`src/rtl/apb_master_bridge.sv`:
```
// apb_master_bridge: single-outstanding command/response to APB master bridge.
// One command is carried through SETUP and ACCESS to the slave, then the result
// is held in RESP until the consumer takes it. The ACCESS phase can be aborted
// after TIMEOUT_CYCLES wait states; TIMEOUT_CYCLES = 0 waits forever.
module apb_master_bridge #(
  parameter int TIMEOUT_CYCLES = 16
) (
  input  logic        PCLK,
  input  logic        PRESET,
  // command side
  input  logic        cmd_valid,
  output logic        cmd_ready,
  input  logic        cmd_write,
  input  logic [31:0] cmd_addr,
  input  logic [31:0] cmd_wdata,
  // response side
  output logic        rsp_valid,
  input  logic        rsp_ready,
  output logic [31:0] rsp_rdata,
  output logic        rsp_err,
  // APB master
  output logic        PSEL,
  output logic        PENABLE,
  output logic        PWRITE,
  output logic [31:0] PADDR,
  output logic [31:0] PWDATA,
  input  logic [31:0] PRDATA,
  input  logic        PREADY,
  input  logic        PSLVERR
);

  // A disabled timeout still needs a legal one-bit counter.
  localparam int CW = (TIMEOUT_CYCLES > 0) ? $clog2(TIMEOUT_CYCLES + 1) : 1;
  localparam logic [CW-1:0] TO_VAL = CW'(TIMEOUT_CYCLES);

  typedef enum logic [1:0] {
    IDLE   = 2'd0,
    SETUP  = 2'd1,
    ACCESS = 2'd2,
    RESP   = 2'd3
  } state_t;

  state_t        state;
  logic [CW-1:0] wait_cnt;
  logic          timeout_hit;

  // Abort only fires once the full wait budget has been spent.
  assign timeout_hit = (TIMEOUT_CYCLES != 0) && (wait_cnt == TO_VAL);

  // Acceptance is a pure state decode so a new command can land the cycle
  // after the response handshake.
  assign cmd_ready = (state == IDLE);

  // Transfer FSM with all APB and response outputs registered.
  always_ff @(posedge PCLK or negedge PRESET) begin
    if (!PRESET) begin
      state     <= IDLE;
      wait_cnt  <= '0;
      PSEL      <= 1'b0;
      PENABLE   <= 1'b0;
      PWRITE    <= 1'b0;
      PADDR     <= '0;
      PWDATA    <= '0;
      rsp_valid <= 1'b0;
      rsp_rdata <= '0;
      rsp_err   <= 1'b0;
    end else begin
      case (state)
        IDLE: begin
          if (cmd_valid) begin
            PWRITE  <= cmd_write;
            PADDR   <= cmd_addr;
            PWDATA  <= cmd_wdata;
            PSEL    <= 1'b1;
            PENABLE <= 1'b0;
            state   <= SETUP;
          end
        end
        SETUP: begin
          PENABLE  <= 1'b1;
          wait_cnt <= '0;
          state    <= ACCESS;
        end
        ACCESS: begin
          if (PREADY) begin
            // Slave completion: the only cycle where PRDATA/PSLVERR matter.
            PSEL      <= 1'b0;
            PENABLE   <= 1'b0;
            rsp_valid <= 1'b1;
            rsp_rdata <= PWRITE ? 32'h0 : PRDATA;
            rsp_err   <= PSLVERR;
            state     <= RESP;
          end else if (timeout_hit) begin
            PSEL      <= 1'b0;
            PENABLE   <= 1'b0;
            rsp_valid <= 1'b1;
            rsp_rdata <= 32'h0;
            rsp_err   <= 1'b1;
            state     <= RESP;
          end else if (wait_cnt != {CW{1'b1}}) begin
            // Saturate rather than wrap when the timeout is disabled.
            wait_cnt <= wait_cnt + CW'(1);
          end
        end
        RESP: begin
          if (rsp_ready) begin
            rsp_valid <= 1'b0;
            state     <= IDLE;
          end
        end
        default: state <= IDLE;
      endcase
    end
  end

endmodule

```
`config.mk`:
```
export PLATFORM = sky130hd
export DESIGN_NAME = apb_master_bridge
export DESIGN_NICKNAME = d
export VERILOG_FILES = /design/src/rtl/apb_master_bridge.sv
export SDC_FILE = /design/constraint.sdc
export NUM_CORES = 1
export LEC_CHECK = 0
export CAP_MARGIN = 15
export CORE_MARGIN = 3
export CORE_UTILIZATION = 44
export CTS_CLUSTER_DIAMETER = 80
export DETAILED_ROUTE_END_ITERATION = 16
export PLACE_DENSITY = 0.84
export SKIP_LAST_GASP = 1
export SLEW_MARGIN = 20
export SYNTH_ARGS = -nofsm -noshare
export SYNTH_HDL_FRONTEND = slang
export SYNTH_SLANG_ARGS = --single-unit
```
`constraint.sdc`:
```
create_clock -name PCLK -period 5.2 [get_ports PCLK]
set_input_delay 0.52 -clock PCLK [delete_from_list [all_inputs] [get_ports PCLK]]
set_output_delay 0.52 -clock PCLK [all_outputs]
set_load 0.05 [all_outputs]
```
# Word-level counts from Yosys, hierarchy flattened
# Cells that the tools add are included.
[word_totals]
regBits = 108
in_bits = 103
out_inout_bits = 102
[classes]
n_addsub = 1
eq_ne = 11
mux = 23
n_reduce_logical = 13
[op_table]
columns = ["op", "n"]
rows = [
  ["$mux W32", 3],
  ["$mux W5", 3],
  ["$reduce_and A3 Y1", 4],
  ["$ne A2 B2 Y1 const B", 5],
  ["$pmux W5 S2", 1],
  ["$mux W1", 8],
  ["$mux W2", 4],
  ["$pmux W2 S4", 1],
  ["$reduce_bool A2 Y1", 4],
  ["$add A5 B1 Y5 const B", 1],
  ["$eq A5 B5 Y1 const B", 1],
  ["$ne A5 B5 Y1 const B", 1],
  ["$eq A2 B2 Y1 const B", 2],
  ["$pmux W1 S2", 2],
  ["$reduce_and A2 Y1", 2],
  ["$reduce_and A4 Y1", 1],
  ["$ne A3 B3 Y1 const B", 1],
  ["$pmux W1 S3", 1],
  ["$reduce_bool A3 Y1", 1],
  ["$eq A2 B1 Y1 const B", 1],
  ["$logic_not A2 Y1", 1],
]

# Depth between registers and ports, before layout
# Gate-level depths: netlist of run 1.
[logic_depth]
depth_word = 5
depth_mapped = 7
depth_no_buf = 6

# Worst setup path after synthesis of run 1
# OpenSTA, ideal clock, no wires.
[synth_path]
kind = "flip-flop to flip-flop"
start = "reg state[0]"
end = "reg PADDR[10]"
t_arrival_ns = 1.773
t_required_ns = 5.072
setup_slack_ns = 3.299
stages_incl_launch_ff = 7
synth_period_minus_slack_ns = 1.901
path_cell_list = "dfrtp_1 > inv_1 > ha_1 > nand2_1 > buf_2 > buf_4 > mux2_1"
[synth_via]
elab_chain_cells = 2
[synth_lines]
columns = ["item", "line_no", "text"]
rows = [
  ["from (decl)", "43", "state_t state;"],
  ["from (signal assigned)", "57", "state <= IDLE;"],
  ["from (signal assigned)", "76", "state <= SETUP;"],
  ["from (signal assigned)", "82", "state <= ACCESS;"],
  ["$logic_not A2 Y1", "n/a", ""],
  ["via cmd_ready", "12", "output logic cmd_ready,"],
  ["$reduce_and A2 Y1 (no source line)", "n/a", ""],
  ["to (signal assigned)", "72", "PADDR <= cmd_addr;"],
  ["to (decl)", "25", "output logic [31:0] PADDR,"],
]
# The timed path passes the listed nets, and every way through them passes these cells.
# A chain may end at the register's enable or synchronous reset.

# Worst setup path after layout of run 1
[layout_path]
start = "reg state[0]"
end = "out cmd_ready"
[layout_via]
elab_chain_cells = 1
[layout_lines]
columns = ["item", "line_no", "text"]
rows = [
  ["$logic_not A2 Y1", "52", "assign cmd_ready = (state == IDLE);"],
  ["to (decl)", "12", ""],
]
# Every way passes these cells.

==> summary.md, run 1 <==
| Metric | Value |
|---|---|
| Antenna violations before repair | `0` |
| Worst setup SP type | `flop` |
| Total Power | `4987 uW` |
| Core box area | `0.009328 mm^2` |
| Worst Path Arrival | `1.95 ns` |
| Number of placed instances, taps included | `597` |
| TritonCTS clock tree | `done` |
| Clk Latency, worst-skew pair | `0.36 ns` |
| Routed WL | `10.82 mm` |
| Crit-path leading delay family | `buffers and inverters` |
| Clk pin slew, worst setup/hold paths | `0.11 ns` |
| First-pass DRT Iterations | `4` |
| Post-Syn Nets | `386` |
| Critical path type | `reg2out` |
| Buf+Inv Stages, Crit Path | `2` |
| Layout Cells excl Fill | `613` |
| Layout area overhead | `54.07%` |
| Leading area contributor after synthesis | `dfrtp_1` |
| Clock sink count | `108` |
| Max rail drop VDD | `437.4 uV` |
| Syn Area/Cell | `15.43 um^2` |
| Setup TNS | `0 ns` |
| First-pass GRT wire length | `17.39 mm` |
| Async set-reset flop share out of synthesis | `100.0%` |
| Global Route Usage Sum | `19.82%` |
| Crit end category | `primary output` |
| Fmax | `405.5 MHz` |
| Power Dens Cells | `760.3 mW/mm^2` |
| # Max-Cap Violations | `0` |
| PortBufs | `204` |
| Warnings from Yosys | `0` |
| RePlAce Congestion | `0.8195` |
| Max stage delay on crit path | `0.84 ns` |
| Final HPWL DP | `7.952 mm` |
| ANT nets after route | `0` |
| Slew margin rel. | `42.70%` |
| Clk_skew | `0.01716 ns` |
| Largest net degree at the start of global routing | `60` |
| Predominant post-synthesis flop cell | `dfrtp_1` |
| Synth area leaders | `dfrtp_1 (63%), mux2_2 (15%), a22o_1 (7.0%)` |
| Final Setup Violations | `0` |
| RSZ-0062 raised after global routing | `no` |
| Root Buffer | `clkbuf_8` |
| Worst Setup SP | `state[0]` |
| Via count | `3079` |
| Crit Path Max Fanout | `4` |
| Vias per cell | `5.023` |
| H-tree lvl count | `3` |
| Final nets | `589` |
| Die area | `0.01089 mm^2` |
| Post-synthesis sequential area ratio | `63.47%` |
| GRT overflow | `0` |
| ANT cells | `0` |
| CP cell instances | `inv_1, ha_1, clkdlybuf4s50_1` |
| Fin. max-slew vios | `0` |
| Most frequent cells in the layout | `clkdlybuf4s50_1 (203), dfrtp_1 (108), mux2_2 (55), a22o_1 (34), mux2_1 (13)` |
| Top cell type's share of synthesized area | `63.47%` |
| Die height | `104.4 um` |
| Most common cell after layout, fill and taps aside | `clkdlybuf4s50_1` |
| Inserted Clock Buffers | `9` |
| Quantity of gates resized following cts | `0` |
| Least-Margin Pin Slew | `0.8563 ns` |
| Worst Path Required | `4.68 ns` |
| Netlist cell types | `34` |
| Worst path slowest cell | `clkdlybuf4s50_1` |
| Final min period | `2.466 ns` |
| Dpl ws | `2.588 ns` |
| Min Hold Slack | `0.1911 ns` |
| Endpoints failing hold | `0` |
| Number of synthesized flops with an enable pin | `0` |
| Drt drc | `0` |
| Worst hold-check path type | `in2async` |
| CTS Hold Buffers Added | `0` |
| Mapped Cells | `276` |
| Std-Cell Rows | `35` |
| Setup Fix Bufs, Post-CTS | `0` |
| Post-Syn Area | `0.004258 mm^2` |
| Starting Density | `45.65%` |
| Status | `finished clean` |
| Worst Slack Setup Final | `2.734 ns` |
| Die span in x | `104.4 um` |
| Static leakage | `0.002817 uW` |
| Drt wl/cell | `17.66 um` |
| Flops & latches, synth | `108` |
| Clock tree buffer depth | `2` |
| Worst r2r src | `state[0]` |
| Final worst-path cycle share | `47.42%` |
| I/O pin cnt | `205` |
| DRT iter0 DRCs | `104` |
| Layout cells sized above 1 | `17.56%` |
| Vias in the first global route | `3232` |
[through the flow]
stage          utilization [%]  cell area (um^2)
6_report                 70.33              6560
4_1_cts                  70.28              6555
3_3_place_gp             68.37              6377
2_1_floorplan                -              4258
3_5_place_dp             68.37              6377
5_1_grt                  70.33              6560
[area by class of cell]
class	count	area, um^2
repair buffers	206	2054
clock inverters	7	53.80
inverters	6	22.52
flip-flops and latches	108	2703
well taps	129	161.4
clock buffers	9	123.9
fillers	678	2768
multi-input cells	148	1441
[worst reg2reg max path, delay by kind of cell, from the launching register on]
kind	cells	cell delay, ns
and+or+nand+nor	1	0.22
buffers and inverters	2	0.70
muxes	1	0.46
adders and majority gates	1	0.25
DFF	1	0.40
[cells by family after synthesis]
group / synth area share [%]
mux: 17.98
compound gates: 9.786
fa+ha+maj: 2.057
flops: 63.47
simple gates: 3.850
buf+inv: 2.850
[cells in the mapped netlist, types with 3 or more instances]
master and number:
buf_2 7, mux2_1 13, nor2_1 3, ha_1 7, nand2_1 4, inv_1 6
a21oi_1 3, buf_6 3, dfrtp_1 108, buf_4 4, a22o_1 34, mux2_2 55
nor2b_1 5
[report_power, final]
part	internal, uW	switching (uW)	total (uW)
Combinational	1130	1900	3030
Sequential	1250	231	1480
Clock	182	298	480
[flip-flops by register name, indices dropped and copies added, names as in the netlist]
| register | count |
|---|---|
| PADDR | 32 |
| PWDATA | 32 |
| rsp_rdata | 32 |
| wait_cnt | 5 |
| state | 2 |
| PENABLE | 1 |
| PSEL | 1 |
| PWRITE | 1 |
| rsp_err | 1 |
| rsp_valid | 1 |
[layer usage]
layer	part of all wire [%]	wire, um	vias to the layer above	global-route usage (%)
li1	-	-	1405	-
met1	42	4577	1541	25.07
met2	50	5457	120	34.09
met3	6.0	653	13	4.593
met4	1.3	136	0	5.508
met5	0	0	-	0
[final timing paths]
path                              end  slack, ns  depth (start not counted)
hold / removal             PWDATA[25]       0.19                          1
hold reg to reg             PADDR[12]       0.50                          1
setup / recovery            cmd_ready       2.73                          3
min in group PCLK           PADDR[12]       0.50                          1
max in group asynchronous  PWDATA[22]       3.86                          2
setup reg to reg            PWDATA[6]       3.05                          5
Power figures use the tool's default switching activity.
==> inputs of run 2 (changes only) <==
--- a/config.mk
+++ b/config.mk
@@ -7,10 +7,10 @@
 export LEC_CHECK = 0
 export CAP_MARGIN = 15
 export CORE_MARGIN = 3
-export CORE_UTILIZATION = 44
+export CORE_UTILIZATION = 37
 export CTS_CLUSTER_DIAMETER = 80
 export DETAILED_ROUTE_END_ITERATION = 16
-export PLACE_DENSITY = 0.84
+export PLACE_DENSITY = 0.75
 export SKIP_LAST_GASP = 1
 export SLEW_MARGIN = 20
 export SYNTH_ARGS = -nofsm -noshare
==> constraint.sdc (replaced) <==
create_clock -name PCLK -period 2.1 [get_ports PCLK]
set_input_delay 0.21 -clock PCLK [delete_from_list [all_inputs] [get_ports PCLK]]
set_output_delay 0.21 -clock PCLK [all_outputs]
set_load 0.05 [all_outputs]
==> summary.md, run 2 (synthesized netlist as in run 1, its figures left out) <==
| Metric | Value |
|---|---|
| Status | `finished clean` |
| Vias per cell | `4.852` |
| Clk pwr share | `13.3%` |
| Worst hold-check path type | `in2reg` |
| Core box area | `0.01103 mm^2` |
| Final nets | `594` |
| Most common cell after layout, fill and taps aside | `clkdlybuf4s50_1` |
| Antenna violations before repair | `0` |
| Layout cells sized above 1 | `18.20%` |
| Via count | `3052` |
| Worst setup SP type | `flop` |
| Final Setup Violations | `0` |
| Reg area | `0.002703 mm^2` |
| Crit Path Max Fanout | `5` |
| Clk_skew | `0.004125 ns` |
| RSZ-0062 raised after global routing | `no` |
| DRT iter0 DRCs | `173` |
| Global Route Usage Sum | `16.76%` |
| First-pass DRT Iterations | `4` |
| PortBufs | `204` |
| Clock tree buffer depth | `2` |
| Worst path slowest cell | `dfrtp_1` |
| I/O pin cnt | `205` |
| Most frequent cells in the layout | `clkdlybuf4s50_1 (202), dfrtp_1 (108), mux2_2 (55), a22o_1 (34), mux2_1 (13)` |
| Worst Path Required | `2.32 ns` |
| Critical path type | `reg2reg` |
| Sw Share | `46.41%` |
| Largest net degree at the start of global routing | `109` |
| Slew margin rel. | `58.89%` |
| Clk pin slew, worst setup/hold paths | `0.07 ns` |
| Starting Density | `38.60%` |
| First-pass GRT wire length | `16.83 mm` |
| H-tree lvl count | `3` |
| Multi-input logic area | `0.001436 mm^2` |
| Static leakage | `0.002905 uW` |
| Critical Path Most Common Cell | `ha_1` |
| Max rail drop VDD | `1218 uV` |
| Clock sink count | `108` |
| Gate power share | `58.6%` |
| Vias in the first global route | `3198` |
| Net Sw Power | `5986 uW` |
| Fillers | `907` |
| RePlAce Congestion | `0.7905` |
| Die height | `113.3 um` |
| Regs by FF count | `PADDR x32, PWDATA x32, rsp_rdata x32` |
| Crit-path leading delay family | `simple AND/OR/NAND/NOR gates` |
| Power Dens Cells | `1909 mW/mm^2` |
| Clk Latency, worst-skew pair | `0.35 ns` |
| Fmax | `548.5 MHz` |
| Setup TNS | `0 ns` |
| Routed WL | `10.55 mm` |
| ANT nets after route | `0` |
| CP cell instances | `ha_1, and3_1, ha_1, nor2_1, o22ai_1, or3_1` |
| Fin. max-slew vios | `0` |
| Least-Margin Pin Slew | `0.6147 ns` |
| TritonCTS clock tree | `done` |
| Quantity of gates resized following cts | `0` |
| ANT cells | `0` |
| Layout area overhead | `58.71%` |
| Max stage delay on crit path | `0.42 ns` |
| Final HPWL DP | `7.728 mm` |
| Std-Cell Rows | `38` |
| Die area | `0.01283 mm^2` |
| # Max-Cap Violations | `0` |
| Worst Path Arrival | `2.05 ns` |
| Die span in x | `113.3 um` |
| Inserted Clock Buffers | `9` |
| Crit end category | `flop` |
| Number of placed instances, taps included | `612` |
| Final worst-path cycle share | `86.81%` |
| Endpoints failing hold | `0` |
| Final min period | `1.823 ns` |
| Drt wl/cell | `16.78 um` |
| Root Buffer | `clkbuf_16` |
| Layout Cells excl Fill | `629` |
| Buf+Inv Stages, Crit Path | `0` |
| GRT overflow | `0` |
| Power Internal | `6911 uW` |
| Sequential share of power | `28.2%` |
| Drt drc | `0` |
[run 2: final timing paths]
| kind | startpoint | end | slack [ns] | depth (start not counted) |
|---|---|---|---|---|
| max in group asynchronous | PRESET | PWDATA[24] | 1.19 | 3 |
| min in group asynchronous | PRESET | rsp_rdata[27] | 0.47 | 3 |
| setup / recovery | wait_cnt[0] | wait_cnt[3] | 0.28 | 6 |
| hold / removal | cmd_addr[7] | PADDR[7] | 0.45 | 2 |
| setup reg to reg | wait_cnt[0] | wait_cnt[3] | 0.28 | 6 |
| hold reg to reg | PWDATA[29] | PWDATA[29] | 0.49 | 1 |
[run 2: routing by layer]
layer / share of wire, % / track usage, % / wire length, um
met1: 41 / 20.32 / 4350
met2: 47 / 26.97 / 5011
met3: 10 / 7.807 / 1053
met4: 1.3 / 4.647 / 137
met5: 0 / 0 / 0
[run 2: final cells by class]
class / instances / share of cell area, %
sequential: 108 / 39.99
tap: 140 / 2.592
multi-input combinational: 148 / 21.26
timing repair buffer: 211 / 31.33
clock buffer: 12 / 3.796
inverter: 6 / 0.3333
clock inverter: 4 / 0.7036
[run 2: per-stage QoR]
| stage | hold WS [ns] | area, um^2 | worst slack [ns] | power (uW) | util, % |
|---|---|---|---|---|---|
| floorplan | -0.08559 | 4258 | 0.1994 | 8653 | - |
| finish | 0.4516 | 6758 | 0.2769 | 12900 | 61.26 |
| global route | 0.4434 | 6758 | 0.1568 | 13510 | 61.26 |
| global placement | 0.3299 | 6444 | 0.3615 | 11160 | 58.42 |
| CTS | 0.4337 | 6758 | 0.2695 | 13060 | 61.26 |
| detailed placement | 0.3338 | 6444 | 0.2668 | 11280 | 58.42 |
[run 2: timing repair]
action | in CTS | in global routing
buffers inserted | 0 | 0
hold endpoints to repair | 108 | 0
hold buffers | 1 | 0
[run 2: power by group through the flow]
stage	logic, uW	clock network, uW	registers [uW]
2_1_floorplan	1670	0	6990
3_5_place_dp	7610	0	3670
4_1_cts	7640	1780	3630
5_1_grt	7880	1870	3770
6_report	7560	1710	3630
3_3_place_gp	7540	0	3620
==> inputs of run 3 (changes only) <==
--- a/config.mk
+++ b/config.mk
@@ -9,7 +9,9 @@
 export CORE_MARGIN = 3
 export CORE_UTILIZATION = 37
 export CTS_CLUSTER_DIAMETER = 80
+export CTS_CLUSTER_SIZE = 40
 export DETAILED_ROUTE_END_ITERATION = 16
+export HOLD_SLACK_MARGIN = 0.08
 export PLACE_DENSITY = 0.75
 export SKIP_LAST_GASP = 1
 export SLEW_MARGIN = 20
==> results of run 3 <==
The final DEF is identical to that of run 2; final timing and power are the same.
